==> src/rtl/axis_delay_pkg.sv <==
// Shared types and defaults for the AXI-Stream delay-line alignment scan.
package axis_delay_pkg;

    localparam int DELAY_WIDTH_DEF = 6;
    localparam int MAX_DELAY_DEF   = 32;

    typedef enum logic [2:0] {
        IDLE    = 3'd0,
        SET     = 3'd1,
        SETTLE  = 3'd2,
        MEASURE = 3'd3,
        EVAL    = 3'd4,
        FINISH  = 3'd5
    } scan_state_t;

    // Beat counter must reach the larger of the two beat budgets.
    function automatic int beat_cnt_width(input int settle_beats, input int dwell_beats);
        int top;
        top = (settle_beats > dwell_beats) ? settle_beats : dwell_beats;
        return $clog2(top + 1);
    endfunction

endpackage

==> src/rtl/axis_delay_window_track.sv <==
// Tracks the current run of good delay settings and the longest run seen so far.
module axis_delay_window_track
    import axis_delay_pkg::*;
#(
    parameter int DELAY_WIDTH = DELAY_WIDTH_DEF
) (
    input  logic                   clk,
    input  logic                   rst,
    input  logic                   clear_i,
    input  logic                   eval_i,
    input  logic                   good_i,
    input  logic [DELAY_WIDTH-1:0] cur_i,
    output logic [DELAY_WIDTH-1:0] best_start_o,
    output logic [DELAY_WIDTH:0]   best_len_o
);

    logic [DELAY_WIDTH-1:0] run_start_q, run_start_d;
    logic [DELAY_WIDTH:0]   run_len_q, run_len_d;
    logic [DELAY_WIDTH-1:0] best_start_q, best_start_d;
    logic [DELAY_WIDTH:0]   best_len_q, best_len_d;

    // Extend or break the current run and promote it only when strictly longer.
    always_comb begin
        run_start_d  = run_start_q;
        run_len_d    = run_len_q;
        best_start_d = best_start_q;
        best_len_d   = best_len_q;
        if (clear_i) begin
            run_start_d  = {DELAY_WIDTH{1'b0}};
            run_len_d    = {(DELAY_WIDTH+1){1'b0}};
            best_start_d = {DELAY_WIDTH{1'b0}};
            best_len_d   = {(DELAY_WIDTH+1){1'b0}};
        end else if (eval_i) begin
            if (good_i) begin
                if (run_len_q == {(DELAY_WIDTH+1){1'b0}}) begin
                    run_start_d = cur_i;
                end else begin
                    run_start_d = run_start_q;
                end
                run_len_d = run_len_q + {{DELAY_WIDTH{1'b0}}, 1'b1};
            end else begin
                run_len_d = {(DELAY_WIDTH+1){1'b0}};
            end
            if (run_len_d > best_len_q) begin
                best_start_d = run_start_d;
                best_len_d   = run_len_d;
            end else begin
                best_len_d   = best_len_q;
            end
        end else begin
            run_len_d = run_len_q;
        end
    end

    // Window registers.
    always_ff @(posedge clk or posedge rst) begin
        if (rst) begin
            run_start_q  <= {DELAY_WIDTH{1'b0}};
            run_len_q    <= {(DELAY_WIDTH+1){1'b0}};
            best_start_q <= {DELAY_WIDTH{1'b0}};
            best_len_q   <= {(DELAY_WIDTH+1){1'b0}};
        end else begin
            run_start_q  <= run_start_d;
            run_len_q    <= run_len_d;
            best_start_q <= best_start_d;
            best_len_q   <= best_len_d;
        end
    end

    assign best_start_o = best_start_q;
    assign best_len_o   = best_len_q;

endmodule

==> src/rtl/axis_delay_scan.sv <==
// Delay-line alignment controller: sweeps every delay setting, scores each against
// the reference stream, then programs the centre of the longest error-free window.
module axis_delay_scan
    import axis_delay_pkg::*;
#(
    parameter int TDATA_WIDTH  = 32,
    parameter int DELAY_WIDTH  = DELAY_WIDTH_DEF,
    parameter int MAX_DELAY    = MAX_DELAY_DEF,
    parameter int SETTLE_BEATS = 32,
    parameter int DWELL_BEATS  = 256
) (
    input  logic                   clk,
    input  logic                   rst,
    input  logic                   start,
    input  logic [TDATA_WIDTH-1:0] mon_tdata,
    input  logic [TDATA_WIDTH-1:0] ref_tdata,
    input  logic                   mon_beat,
    output logic [DELAY_WIDTH-1:0] delay_out,
    output logic                   delay_update,
    output logic                   busy,
    output logic                   done,
    output logic                   fail,
    output logic [DELAY_WIDTH-1:0] best_start,
    output logic [DELAY_WIDTH:0]   best_len
);

    localparam int BCW = beat_cnt_width(SETTLE_BEATS, DWELL_BEATS);
    localparam logic [BCW-1:0]         SETTLE_LAST = BCW'(SETTLE_BEATS - 1);
    localparam logic [BCW-1:0]         DWELL_LAST  = BCW'(DWELL_BEATS - 1);
    localparam logic [DELAY_WIDTH-1:0] MAX_D       = DELAY_WIDTH'(MAX_DELAY);

    scan_state_t            state_q, state_d;
    logic [DELAY_WIDTH-1:0] cur_q, cur_d;
    logic [BCW-1:0]         cnt_q, cnt_d;
    logic                   err_q, err_d;
    logic [DELAY_WIDTH-1:0] delay_q, delay_d;
    logic                   upd_q, upd_d;
    logic                   busy_q, busy_d;
    logic                   done_q, done_d;
    logic                   fail_q, fail_d;

    logic                   trk_clear_s;
    logic                   trk_eval_s;
    logic                   mismatch_s;
    logic [DELAY_WIDTH-1:0] best_start_s;
    logic [DELAY_WIDTH:0]   best_len_s;
    logic [DELAY_WIDTH:0]   half_len_s;
    logic [DELAY_WIDTH-1:0] centre_s;

    assign mismatch_s = (mon_tdata != ref_tdata);
    assign half_len_s = best_len_s >> 1;
    // Half of a window never exceeds the delay range, so the truncation is lossless.
    assign centre_s   = best_start_s + half_len_s[DELAY_WIDTH-1:0];

    axis_delay_window_track #(
        .DELAY_WIDTH (DELAY_WIDTH)
    ) u_track (
        .clk          (clk),
        .rst          (rst),
        .clear_i      (trk_clear_s),
        .eval_i       (trk_eval_s),
        .good_i       (~err_q),
        .cur_i        (cur_q),
        .best_start_o (best_start_s),
        .best_len_o   (best_len_s)
    );

    // Scan sequencing, beat counting and result programming.
    always_comb begin
        state_d     = state_q;
        cur_d       = cur_q;
        cnt_d       = cnt_q;
        err_d       = err_q;
        delay_d     = delay_q;
        upd_d       = 1'b0;
        done_d      = done_q;
        fail_d      = fail_q;
        trk_clear_s = 1'b0;
        trk_eval_s  = 1'b0;
        case (state_q)
            IDLE: begin
                if (start) begin
                    state_d     = SET;
                    cur_d       = {DELAY_WIDTH{1'b0}};
                    cnt_d       = {BCW{1'b0}};
                    err_d       = 1'b0;
                    done_d      = 1'b0;
                    fail_d      = 1'b0;
                    trk_clear_s = 1'b1;
                end else begin
                    state_d = IDLE;
                end
            end
            SET: begin
                delay_d = cur_q;
                upd_d   = 1'b1;
                cnt_d   = {BCW{1'b0}};
                err_d   = 1'b0;
                state_d = SETTLE;
            end
            SETTLE: begin
                if (mon_beat) begin
                    if (cnt_q == SETTLE_LAST) begin
                        cnt_d   = {BCW{1'b0}};
                        state_d = MEASURE;
                    end else begin
                        cnt_d = cnt_q + {{(BCW-1){1'b0}}, 1'b1};
                    end
                end else begin
                    cnt_d = cnt_q;
                end
            end
            MEASURE: begin
                if (mon_beat) begin
                    err_d = err_q | mismatch_s;
                    if (cnt_q == DWELL_LAST) begin
                        cnt_d   = {BCW{1'b0}};
                        state_d = EVAL;
                    end else begin
                        cnt_d = cnt_q + {{(BCW-1){1'b0}}, 1'b1};
                    end
                end else begin
                    cnt_d = cnt_q;
                end
            end
            EVAL: begin
                trk_eval_s = 1'b1;
                if (cur_q == MAX_D) begin
                    state_d = FINISH;
                end else begin
                    cur_d   = cur_q + {{(DELAY_WIDTH-1){1'b0}}, 1'b1};
                    state_d = SET;
                end
            end
            FINISH: begin
                if (best_len_s != {(DELAY_WIDTH+1){1'b0}}) begin
                    delay_d = centre_s;
                end else begin
                    delay_d = {DELAY_WIDTH{1'b0}};
                    fail_d  = 1'b1;
                end
                upd_d   = 1'b1;
                done_d  = 1'b1;
                state_d = IDLE;
            end
            default: begin
                state_d = IDLE;
            end
        endcase
        busy_d = (state_d != IDLE);
    end

    // Controller state and registered outputs; reset aborts any scan in flight.
    always_ff @(posedge clk or posedge rst) begin
        if (rst) begin
            state_q <= IDLE;
            cur_q   <= {DELAY_WIDTH{1'b0}};
            cnt_q   <= {BCW{1'b0}};
            err_q   <= 1'b0;
            delay_q <= {DELAY_WIDTH{1'b0}};
            upd_q   <= 1'b0;
            busy_q  <= 1'b0;
            done_q  <= 1'b0;
            fail_q  <= 1'b0;
        end else begin
            state_q <= state_d;
            cur_q   <= cur_d;
            cnt_q   <= cnt_d;
            err_q   <= err_d;
            delay_q <= delay_d;
            upd_q   <= upd_d;
            busy_q  <= busy_d;
            done_q  <= done_d;
            fail_q  <= fail_d;
        end
    end

    assign delay_out    = delay_q;
    assign delay_update = upd_q;
    assign busy         = busy_q;
    assign done         = done_q;
    assign fail         = fail_q;
    assign best_start   = best_start_s;
    assign best_len     = best_len_s;

endmodule

==> config.mk <==
export PLATFORM = sky130hd
export DESIGN_NAME = axis_delay_scan
export DESIGN_NICKNAME = d
export VERILOG_FILES = /design/src/rtl/axis_delay_pkg.sv /design/src/rtl/axis_delay_window_track.sv /design/src/rtl/axis_delay_scan.sv
export SDC_FILE = /design/constraint.sdc
export NUM_CORES = 1
export LEC_CHECK = 0
export BUFFER_PORTS_ARGS = -buffer_cell sky130_fd_sc_hd__buf_2
export CORE_AREA = 3 3 84 86
export CTS_CLUSTER_SIZE = 12
export DETAILED_ROUTE_END_ITERATION = 10
export DIE_AREA = 0 0 87 89
export HOLD_SLACK_MARGIN = 0.1
export PLACE_DENSITY = 0.79
export SYNTH_ARGS = -nofsm -noshare
export SYNTH_HDL_FRONTEND = slang
export SYNTH_SLANG_ARGS = --single-unit
==> constraint.sdc <==
create_clock -name clk -period 4.5 [get_ports clk]
set_input_delay 0.45 -clock clk [delete_from_list [all_inputs] [get_ports clk]]
set_output_delay 0.45 -clock clk [all_outputs]
set_load 0.01 [all_outputs]
==> out/summary.md <==
Setup violations remaining at the end of the flow were counted as 0. The first global-routing pass estimated 12300 um of wire. For the via count of the first global-routing pass, the log shows 2775. The synthesized design contains 55 register bits.

Across the run, the number of max-cap violations was 0. The tools report the total number of yosys warnings as 0. Top-level port count: 91. The root buffer selected by CTS is sky130_fd_sc_hd__clkbuf_8. Type of the worst setup path: flip-flop to flip-flop. Traced cell by cell, the critical path runs through ha_1 -> nand3_1 -> nor2_1 -> xnor2_1 -> nor2_1 -> ha_1 -> a21oi_1 -> o21ai_0 -> o21ai_1 -> buf_4 -> mux2_2. The detailed router finished its first iteration with 152 violations. TritonCTS built the clock tree. Across the VDD grid, the largest voltage drop is 0.231 mV. Detailed placement finished with a half-perimeter wire length of 5890 um. The main flop type after synthesis is sky130_fd_sc_hd__dfrtp_1. 0 antenna diodes ended up in the layout. At the worst endpoint, the arrival time is 3110 ps. Area growth from synthesis to final layout: 17.2%. The maximum clock path buffer count was 2; the minimum period implied by the final worst setup slack was 2900 ps. The proportion of layout cells with a drive suffix above 1 was 0.257. The distinct cell type count after synthesis was 51; the area fraction of the dominant cell type after synthesis was 0.400.

The run gives 0 as the final-report hold violation count. The class of the most critical hold timing path is input port to asynchronous set/reset pin. The fraction of the cycle the final worst path needs is 0.646. The width of the chip works out to 87 um. The tools report the largest net degree at the start of global routing as 56. The detailed-routing iteration count for the pre-antenna-repair pass is 4, and the final total negative setup slack is 0 ps. For the worst flop-to-flop path, the logic depth is 11. The detail route stage leaves a number of antenna-violating nets equal to 0. With fillers left out, the area of the finished cells amounts to 4040 um2. The tools report the max-slew violation count as 0. Input and output buffers added on the ports amount to 90. The number of clock sinks was 55; the detailed-route vias per instance was 5.53.

Last weighted congestion value of the routability-driven placer: 0.839. The largest total area in the synthesized netlist belongs to sky130_fd_sc_hd__dfrtp_1. Wires add up to 7630 um.

Fill cells in the final layout number 528. Based on the critical path, the design can be clocked at up to 344 MHz. The share of flip-flops with an asynchronous set or reset was 1.00. Along the worst path, the maximum fanout reaches 8.

The routed length per instance was 14.6 um; the die footprint was 7740 um2. Number of cells upsized or downsized after cts: 0. After clock tree synthesis, the flow added hold-fix buffers numbering 0. The master of the slowest instance on the critical path was sky130_fd_sc_hd__o21ai_1. The flow ran to the end, and the final reports show no timing, DRC or antenna violations.

Family with the most delay on the worst path: compound AO/OA/AOI/OAI gates. After synthesis the cells add up to 3440 um2. For the number of remaining DRC errors, the log shows 0.

The detailed router placed 2896 vias in this run. For the post-CTS setup repair buffer count, the log shows 0. For the initial antenna violation count, the log shows 0. For this run, the post-layout net count is 534.

The stage delay of the slowest cell on the critical path is 510 ps. Setup repair after global routing left no endpoint under its margin. For the pin with the worst max-slew slack, the measured transition is 874 ps. The count of flip-flops with a built-in enable after synthesis was 0; the chip height was 89 um.

The placed instances occupy a cell area of 3950 um2. The overall fraction of global-route tracks in use was 0.198. Clock latency on the worst-skew pair, taken at its later pin, is 310 ps. The number of buffers added by the clock tree synthesis step was 5.

STA puts the critical path data required time at 4710 ps. The tightest slew margin relative to the limit is 0.418. The ratio of total power to cell area works out to 293 nW/um2. The sequential cell area fraction in the yosys report is 0.400, and the worst clock skew is 10.9 ps. The number of nets handed over by synthesis was 446.

After synthesis, the cell types taking the most area are sky130_fd_sc_hd__dfrtp_1 40%, sky130_fd_sc_hd__ha_1 6.9%, sky130_fd_sc_hd__xor2_1 6.4%. The count of mapped cells out of synthesis came out at 358. The critical path runs through a total of 11 cells. The tools report the critical path launch point type as a flip-flop.

The floorplan has 29 rows. Sum of overflow across all layers after global routing: 0. In this run the mean area of a mapped cell was 9.62 um2. The total area inside the core boundary comes to 6350 um2. For the static power due to leakage, the log shows 0.00209 uW. Count of buffer and inverter cells on the critical path: 1. The endpoint type of the worst setup path is a flip-flop. The starting density of the core was 0.542.

Clock edge transition at the registers on the reported setup and hold paths: 100 ps. The tools report the number of H-tree branching levels as 2.
==> cell usage in the layout (no fill, tap or decap), drive strengths merged, types with 5 or more instances in the layout <==
| master | synthesis | routed |
|---|---|---|
| nor2b | 7 | 7 |
| mux2 | 8 | 8 |
| buf | 7 | 92 |
| nor4 | 7 | 7 |
| nand3 | 14 | 14 |
| nand4 | 5 | 5 |
| ha | 19 | 19 |
| nor3 | 8 | 8 |
| mux2i | 17 | 17 |
| a22o | 10 | 10 |
| dfrtp | 55 | 55 |
| o21ai | 16 | 16 |
| nand2 | 21 | 21 |
| xor2 | 25 | 25 |
| a21oi | 10 | 10 |
| xnor2 | 21 | 21 |
| inv | 18 | 19 |
| and3 | 6 | 6 |
| nor2 | 44 | 44 |
| a221oi | 5 | 5 |
| clkbuf | 4 | 5 |
==> routing by layer <==
metal  global-route usage  vias to the layer above  part of all wire  routed length [um]
li1                     -                     1434                 -                   -
met1                0.259                     1348              0.44                3320
met2                0.329                      102              0.48                3670
met3               0.0341                       12             0.066                 500
met4               0.0779                        0             0.018                 140
met5                    0                        -                 0                   0
==> layout make-up <==
type                    count  area (um2)  share of cell area
clock buffers               5        68.8              0.0170
well taps                  77        96.3              0.0239
inverters                  18        67.6              0.0167
multi-input cells         274        1940               0.481
repair buffers             92         465               0.115
clock inverters             3        22.5             0.00558
flip-flops and latches     55        1380               0.341
==> synth_stat cells (2+ instances only) <==
cell                        instances
sky130_fd_sc_hd__a211oi_1           2
sky130_fd_sc_hd__a21o_1             2
sky130_fd_sc_hd__a21oi_1           10
sky130_fd_sc_hd__a221oi_1           5
sky130_fd_sc_hd__a22o_1            10
sky130_fd_sc_hd__a31oi_1            2
sky130_fd_sc_hd__and3_1             6
sky130_fd_sc_hd__buf_2              3
sky130_fd_sc_hd__buf_4              2
sky130_fd_sc_hd__clkbuf_1           4
sky130_fd_sc_hd__dfrtp_1           55
sky130_fd_sc_hd__ha_1              19
sky130_fd_sc_hd__inv_1             18
sky130_fd_sc_hd__mux2_2             8
sky130_fd_sc_hd__mux2i_1           17
sky130_fd_sc_hd__nand2_1           21
sky130_fd_sc_hd__nand2b_1           2
sky130_fd_sc_hd__nand3_1           14
sky130_fd_sc_hd__nand4_1            5
sky130_fd_sc_hd__nor2_1            43
sky130_fd_sc_hd__nor2b_1            7
sky130_fd_sc_hd__nor3_1             7
sky130_fd_sc_hd__nor4_1             7
sky130_fd_sc_hd__o2111ai_1          2
sky130_fd_sc_hd__o21ai_0           15
sky130_fd_sc_hd__o22ai_1            2
sky130_fd_sc_hd__or4_1              2
sky130_fd_sc_hd__xnor2_1           21
sky130_fd_sc_hd__xor2_1            25
==> sequential cells by signal, summed over array words and instances, names as in the netlist <==
signal	cells
u_track.run_start_q	6
err_q	1
busy	1
u_track.run_len_q	7
cnt_q	9
delay_out	6
u_track.best_start_o	6
u_track.best_len_o	7
cur_q	6
delay_update	1
state_q	3
fail	1
done	1
==> worst paths after layout <==
check / startpoint / slack (ps) / endpoint
setup / recovery: u_track.run_len_q[0] / 1600 / u_track.best_len_o[4]
hold / removal: rst / 320 / cnt_q[7]
setup reg to reg: u_track.run_len_q[0] / 1600 / u_track.best_len_o[4]
hold reg to reg: done / 500 / done
max in group asynchronous: rst / 3730 / u_track.run_len_q[5]
min in group clk: done / 500 / done
==> where the power goes <==
part / switching (uW) / internal [uW] / total (uW)
registers: 65.0 / 559 / 624
clock network: 168 / 112 / 280
logic: 143 / 137 / 281
total: 376 / 809 / 1180
==> kinds of logic (layout without fill, tap and decap cells) <==
kind of cell,after synthesis,in the layout,share of synthesized area
simple gates,124,124,0.177
compound gates,59,59,0.119
fa+ha+maj,20,20,0.0748
mux,25,25,0.0756
buf+inv,29,118,0.0370
xor+xnor,46,46,0.117
flops,55,55,0.400
==> worst reg2reg max path, cell delays in order, from the launching register on <==
cell                      delay [ps]
sky130_fd_sc_hd__dfrtp_1         420
sky130_fd_sc_hd__ha_1            240
sky130_fd_sc_hd__nand3_1         120
sky130_fd_sc_hd__nor2_1           70
sky130_fd_sc_hd__xnor2_1         120
sky130_fd_sc_hd__nor2_1          180
sky130_fd_sc_hd__ha_1            290
sky130_fd_sc_hd__a21oi_1         140
sky130_fd_sc_hd__o21ai_0          90
sky130_fd_sc_hd__o21ai_1         510
sky130_fd_sc_hd__buf_4           290
sky130_fd_sc_hd__mux2_2          350
==> metrics by stage <==
step / setup slack (ps) / instances / utilization / hold slack, ps / power, uW
2_1_floorplan: 2060 / 358 / - / 490 / 808
3_3_place_gp: 1690 / 516 / 0.621 / 469 / 902
3_5_place_dp: 1600 / 516 / 0.621 / 476 / 916
4_1_cts: 1600 / 524 / 0.636 / 329 / 1190
5_1_grt: 1270 / 524 / 0.636 / 371 / 1260
6_report: 1600 / 524 / 0.636 / 317 / 1180
Power figures use the tool's default switching activity.
